`src/rtl/flag_selector.sv`:
```
// Flag selector controller: turns raw next/prev buttons and an optional
// slideshow timer into an 8-bit flag index that only moves on frame_tick,
// so the flag index stage never tears a frame between two flags.
module flag_selector #(
    parameter int unsigned DEBOUNCE_FRAMES = 2,
    parameter int unsigned AUTO_FRAMES     = 300
) (
    input  logic       i_clk,
    input  logic       i_reset,
    input  logic       i_frame_tick,
    input  logic       i_btn_next,
    input  logic       i_btn_prev,
    input  logic       i_auto_en,
    input  logic [7:0] i_count,
    output logic [7:0] o_selector,
    output logic       o_changed
);

    // Debounce counter only has to reach DEBOUNCE_FRAMES-1 before it accepts.
    localparam int unsigned DB_W = (DEBOUNCE_FRAMES > 2) ? $clog2(DEBOUNCE_FRAMES) : 1;
    localparam logic [DB_W-1:0] DB_LAST   = DB_W'(DEBOUNCE_FRAMES - 1);
    localparam logic [9:0]      AUTO_LAST = 10'(AUTO_FRAMES - 1);

    // Pending-step FSM encoding.
    localparam logic [1:0] ST_IDLE      = 2'd0;
    localparam logic [1:0] ST_PEND_NEXT = 2'd1;
    localparam logic [1:0] ST_PEND_PREV = 2'd2;

    // Button vectors: bit 0 = next, bit 1 = prev.
    logic [1:0]      r_meta;
    logic [1:0]      r_sync;
    logic [1:0]      r_deb;
    logic [1:0]      w_deb_d;
    logic [DB_W-1:0] r_db_cnt   [2];
    logic [DB_W-1:0] w_db_cnt_d [2];
    logic [1:0]      w_press;

    logic [1:0] r_state;
    logic [1:0] w_state_base;
    logic [1:0] w_state_d;

    logic [9:0] r_auto_cnt;
    logic [9:0] w_auto_cnt_d;
    logic       w_auto_hit;

    logic       w_manual_next;
    logic       w_manual_prev;
    logic       w_manual;
    logic       w_step_next;
    logic       w_step_prev;

    logic [7:0] r_sel;
    logic [7:0] w_sel_d;
    logic [7:0] w_count_last;
    logic       r_changed;
    logic       w_changed_d;

    // Two-flop synchronizer for both asynchronous buttons.
    always_ff @(posedge i_clk) begin
        if (i_reset) begin
            r_meta <= 2'b00;
            r_sync <= 2'b00;
        end else begin
            r_meta <= {i_btn_prev, i_btn_next};
            r_sync <= r_meta;
        end
    end

    // Per-button debounce, advanced only on frame_tick.
    always_comb begin
        w_deb_d       = r_deb;
        w_db_cnt_d[0] = r_db_cnt[0];
        w_db_cnt_d[1] = r_db_cnt[1];
        if (i_frame_tick) begin
            for (int b = 0; b < 2; b++) begin
                if (r_sync[b] != r_deb[b]) begin
                    if (r_db_cnt[b] == DB_LAST) begin
                        w_deb_d[b]    = r_sync[b];
                        w_db_cnt_d[b] = '0;
                    end else begin
                        w_db_cnt_d[b] = r_db_cnt[b] + DB_W'(1);
                    end
                end else begin
                    w_db_cnt_d[b] = '0;
                end
            end
        end
    end

    // A press is a rising edge of the debounced level; releases are ignored.
    assign w_press = w_deb_d & ~r_deb;

    // Debounced levels and counters.
    always_ff @(posedge i_clk) begin
        if (i_reset) begin
            r_deb       <= 2'b00;
            r_db_cnt[0] <= '0;
            r_db_cnt[1] <= '0;
        end else begin
            r_deb       <= w_deb_d;
            r_db_cnt[0] <= w_db_cnt_d[0];
            r_db_cnt[1] <= w_db_cnt_d[1];
        end
    end

    // Pending FSM: the tick consumes the pending step, so presses seen on the
    // same tick are evaluated from IDLE and apply one frame later.
    always_comb begin
        w_state_base = i_frame_tick ? ST_IDLE : r_state;
        w_state_d    = w_state_base;
        case (w_state_base)
            ST_IDLE: begin
                if (w_press[0] && !w_press[1]) begin
                    w_state_d = ST_PEND_NEXT;
                end else if (w_press[1] && !w_press[0]) begin
                    w_state_d = ST_PEND_PREV;
                end
            end
            ST_PEND_NEXT: begin
                if (w_press[1]) begin
                    w_state_d = ST_IDLE;
                end
            end
            ST_PEND_PREV: begin
                if (w_press[0]) begin
                    w_state_d = ST_IDLE;
                end
            end
            default: w_state_d = ST_IDLE;
        endcase
    end

    // Pending-state register.
    always_ff @(posedge i_clk) begin
        if (i_reset) begin
            r_state <= ST_IDLE;
        end else begin
            r_state <= w_state_d;
        end
    end

    assign w_manual_next = i_frame_tick && (r_state == ST_PEND_NEXT);
    assign w_manual_prev = i_frame_tick && (r_state == ST_PEND_PREV);
    assign w_manual      = w_manual_next || w_manual_prev;
    assign w_auto_hit    = i_frame_tick && i_auto_en && (r_auto_cnt == AUTO_LAST);

    // Manual steps win over the slideshow; only one step per tick.
    assign w_step_next = w_manual_next || (w_auto_hit && !w_manual);
    assign w_step_prev = w_manual_prev;

    // Slideshow frame counter; a manual step restarts the dwell time.
    always_comb begin
        w_auto_cnt_d = r_auto_cnt;
        if (!i_auto_en || w_manual) begin
            w_auto_cnt_d = 10'd0;
        end else if (i_frame_tick) begin
            if (r_auto_cnt == AUTO_LAST) begin
                w_auto_cnt_d = 10'd0;
            end else begin
                w_auto_cnt_d = r_auto_cnt + 10'd1;
            end
        end
    end

    // Slideshow counter register.
    always_ff @(posedge i_clk) begin
        if (i_reset) begin
            r_auto_cnt <= 10'd0;
        end else begin
            r_auto_cnt <= w_auto_cnt_d;
        end
    end

    assign w_count_last = i_count - 8'd1;

    // Next selector: out-of-range values (empty or shrunk table) snap to 0 and
    // take precedence over any step, otherwise apply wrap-around stepping.
    always_comb begin
        w_sel_d = r_sel;
        if (i_frame_tick) begin
            if (i_count == 8'd0) begin
                w_sel_d = 8'd0;
            end else if (r_sel >= i_count) begin
                w_sel_d = 8'd0;
            end else if (w_step_next) begin
                w_sel_d = (r_sel == w_count_last) ? 8'd0 : r_sel + 8'd1;
            end else if (w_step_prev) begin
                w_sel_d = (r_sel == 8'd0) ? w_count_last : r_sel - 8'd1;
            end
        end
        w_changed_d = (w_sel_d != r_sel);
    end

    // Selector and change strobe update together so they are coincident.
    always_ff @(posedge i_clk) begin
        if (i_reset) begin
            r_sel     <= 8'd0;
            r_changed <= 1'b0;
        end else begin
            r_sel     <= w_sel_d;
            r_changed <= w_changed_d;
        end
    end

    assign o_selector = r_sel;
    assign o_changed  = r_changed;

endmodule

```
`config.mk`:
```
export PLATFORM = sky130hd
export DESIGN_NAME = flag_selector
export DESIGN_NICKNAME = d
export VERILOG_FILES = /design/src/rtl/flag_selector.sv
export SDC_FILE = /design/constraint.sdc
export NUM_CORES = 1
export LEC_CHECK = 0
export ABC_AREA = 1
export BUFFER_PORTS_ARGS = -buffer_cell sky130_fd_sc_hd__buf_4
export CAP_MARGIN = 40
export CORE_UTILIZATION = 62
export CTS_BUF_LIST = sky130_fd_sc_hd__clkbuf_4
export DETAILED_ROUTE_END_ITERATION = 6
export PLACE_DENSITY = 0.83
export SYNTH_ARGS = -nofsm -noshare
export SYNTH_HDL_FRONTEND = slang
export SYNTH_SLANG_ARGS = --single-unit
```
`constraint.sdc`:
```
create_clock -name i_clk -period 2.3 [get_ports i_clk]
set_input_delay 0.115 -clock i_clk [delete_from_list [all_inputs] [get_ports i_clk]]
set_output_delay 0.115 -clock i_clk [all_outputs]
set_load 0.01 [all_outputs]
```
==> results list <==
- Grt total ovfl: 0
- In this run the static leakage power is 1.41 nW.
* Crit path launch: o_selector[1]
* CP Launch Type: flip-flop
* Top-area cell type share of the netlist area: 0.233
- Multiplexer share of the synthesized area: 0
- Final-report max-slew violation count: 0
- Rel. slew slack: 0.738
- Of the total synthesized cell area, the portion taken by AND, OR, NAND and NOR gates is 0.442.
- Number of storage elements in the synthesis netlist: 29
- Share of flip-flops with an asynchronous set or reset after synthesis: 0
- Together, buffers and inverters on the worst path number 2.
* Synth Area per Inst: 6.12 um^2
* Post-synthesis cell type count: 34
- Across every metal layer, demand over resource in global routing totals 0.347.
- Fin crit share: 0.916
- Across the routed clock network, the largest skew measured is 0.00713 ns.
- Pin count of the biggest net entering global routing: 21
- Maximum achievable frequency: 474 MHz
- By startpoint and endpoint, the worst setup path is classified as reg2reg.
- Of the total synthesized cell area, the portion taken by full adders, half adders and majority gates is 0.0704.
* Share of the core filled with cells: 0.782
* List of most frequent post-synthesis cells: nand2_1, nand3_1, nor2_1
- Number of antenna diodes: 0
- DRC Markers: 0
* Slew at the pin closest to its max-slew limit: 0.389 ns
- Ordered list of cells on the worst path: inv_1, ha_1, nand3_1, nor3_4, buf_4, o21ai_2, nand2_1, o21ai_1, a21oi_1, nand2_1, nand3_1, nand2_1, nor2_2, nand2_1, nor2_1, nor2_1
- Count of flip-flops with a built-in enable after synthesis: 0
- By area, the combinational part of the netlist is dominated by simple AND/OR/NAND/NOR gates.
- Vias: 2825
- Post-synth top flop: dfxtp_1
- The tightest hold path in the finished design has a slack of 0.0817 ns.
* Areal power density over the cells: 329 mW/mm^2
- The floorplan step defined a die boundary enclosing 0.00427 mm^2.
- The completed layout was analyzed and its total power is 0.962 mW.
- Clock tree synthesis inserted a total of 5 buffers.
- Yosys printed 0 warnings.
- H-Tree Level Count: 2
- The cell count after synthesis came out at 407.
* Num Clock Sinks: 29
- Cell mode on critical path: nand2_1
- Count of input and output buffers: 22
- The worst register-to-register path has a setup slack of 0.19 ns.
- Setup slack of the critical path after layout: 0.192 ns
* CP Capture Type: flip-flop
* Clock Latency Late Sink: 0.33 ns
- From synthesis to final layout, the design area changed by 17.6%.
* Clk Tree Root Cell: clkbuf_4
- Number of global-route vias before repair: 2636
- The clock period could shrink to 2.11 ns.
- Setup violations remaining at the end of the flow were counted as 0.
* Max-capacitance violation count: 0
* Result of the run: finished, final reports clean
- The region available for standard cell placement spans 0.00374 mm^2.
* I/O pin total: 23
- The first routing iteration left 352 violations.
* Non-Filler Cell Area, Final: 0.00293 mm^2
- The complex-gate fraction of the synthesized area is 0.113.
- The first global-routing pass estimated 11.4 mm of wire.
- Pre-antenna DRT Iters: 5
- Initial cell density of the core: 0.665
- Routability-driven placement finished with a final weighted congestion of 0.888.
- Most repeated cell in the gate-level netlist after synthesis: nand2_1
- The floorplan has 22 rows.
- Worst ir drop on vdd: 393 uV
* Cell type of the slowest stage on the worst timing path: dfxtp_2
- On the worst path, the slowest cell contributes a delay of 0.36 ns.
* Placed wire-length estimate: 5.05 mm
- Post-synthesis xor/xnor area fraction: 0.0281
* Worst R2R Start: o_selector[1]
- From bottom edge to top edge, the die measures 65.4 um.
- Via/cell ratio: 5.65
* Antenna Violating Nets Remaining: 0
- Instance area after placement: 0.00281 mm^2
- Average detailed-routed wire length per instance: 13.4 um
- Placement Setup Slack: 0.0560 ns
- For this run, the post-layout net count is 480.
* Synth Net Count: 435
- WP data required: 2.53 ns
* Final number of hold-violating endpoints: 0
* Data arrival time of the critical path: 2.34 ns
* CP Max Fanout: 8
* Source of the worst hold timing path: i_reset
- Yosys attributes the largest share of cell area to dfxtp_1, nand2_1, nand3_1.
- For this run, the register share of the synthesized area comes to 0.233.
- The clock passes through at most 2 buffers.
- Among cell families on the critical path, the largest total delay comes from simple AND/OR/NAND/NOR gates.
* Top cell type by total area after synthesis: dfxtp_1
- The path class of the tightest hold or removal check is in2reg.
* Clock transition time at the flip-flop clock pins of the worst setup and hold paths: 0.09 ns
- TritonCTS clock tree: done
* Layout cells sized above 1: 0.199
* Horizontal die dimension: 65.4 um
* Overall routed net length: 6.69 mm
* Number of antenna violations at the first check in global routing: 0
- Synthesized cell area: 0.00249 mm^2
## worst paths after layout
check,end,cells after the start
max,o_changed,16
min,o_selector[0],2
max reg2reg,o_changed,16
min reg2reg,r_sync[0],2
## cell families after synthesis
| group | after synthesis |
|---|---|
| xor gates and xnor gates | 8 |
| adders and majority gates | 14 |
| AOI/OAI and AO/OA | 52 |
| buffers and inverters | 62 |
| and+or+nand+nor | 242 |
| DFF | 29 |
## metrics by stage
step	setup TNS (ns)	cells
global route	-0.00963	500
detailed placement	0	490
global placement	0	490
finish	0	500
CTS	0	499
floorplan	0	407
## area by class of cell
type                    count  area [um^2]
inverters                  49          188
multi-input cells         316         1660
clock inverters             1         3.75
well taps                  48         60.1
repair buffers             51          388
clock buffers               6         45.0
fillers                   297          815
flip-flops and latches     29          583
## metal layers
layer  wire length (um)  track usage  part of all wire
met2               3140        0.567              0.47
met5                  0            0                 0
met1               2970        0.455              0.44
met3                487       0.0677             0.073
met4                 91        0.111             0.014
## registers in the layout, indices dropped and copies added, names as in the netlist
signal	cells
r_auto_cnt	10
o_selector	8
r_db_cnt	2
r_deb	2
r_meta	2
r_state	2
r_sync	2
o_changed	1
## cells in the final DEF (no fill, tap or decap), types with 2 or more instances in the layout
cell / instances
a21oi_1: 29
dlygate4sd3_1: 2
nand2_1: 113
xor2_1: 8
o21ai_0: 9
buf_4: 49
nand3_2: 2
nor3_4: 2
nand3_1: 50
nor2_1: 43
o21ai_2: 2
nor3_2: 2
nor3_1: 10
ha_1: 13
inv_1: 37
nand4_1: 7
a21oi_2: 2
nor2_2: 4
dfxtp_1: 27
nand2_2: 2
clkbuf_4: 6
nand2_4: 3
inv_2: 9
dfxtp_2: 2
clkinv_1: 2
o21ai_1: 5
## power by group
| part | total (mW) | internal (mW) | switching [mW] |
|---|---|---|---|
| combinational | 0.154 | 0.0591 | 0.0952 |
| clock | 0.294 | 0.122 | 0.172 |
| sequential | 0.514 | 0.509 | 0.00496 |
| total | 0.962 | 0.690 | 0.272 |
## what timing repair did
item | 4_1_cts | 5_1_grt
endpoints found under the hold margin | 2 | 0
resized for setup | 0 | 11
endpoints found under the setup margin | 0 | 2
hold buffers | 2 | 0
buffers inserted | 0 | 1
(Power assumes the default switching activity.)
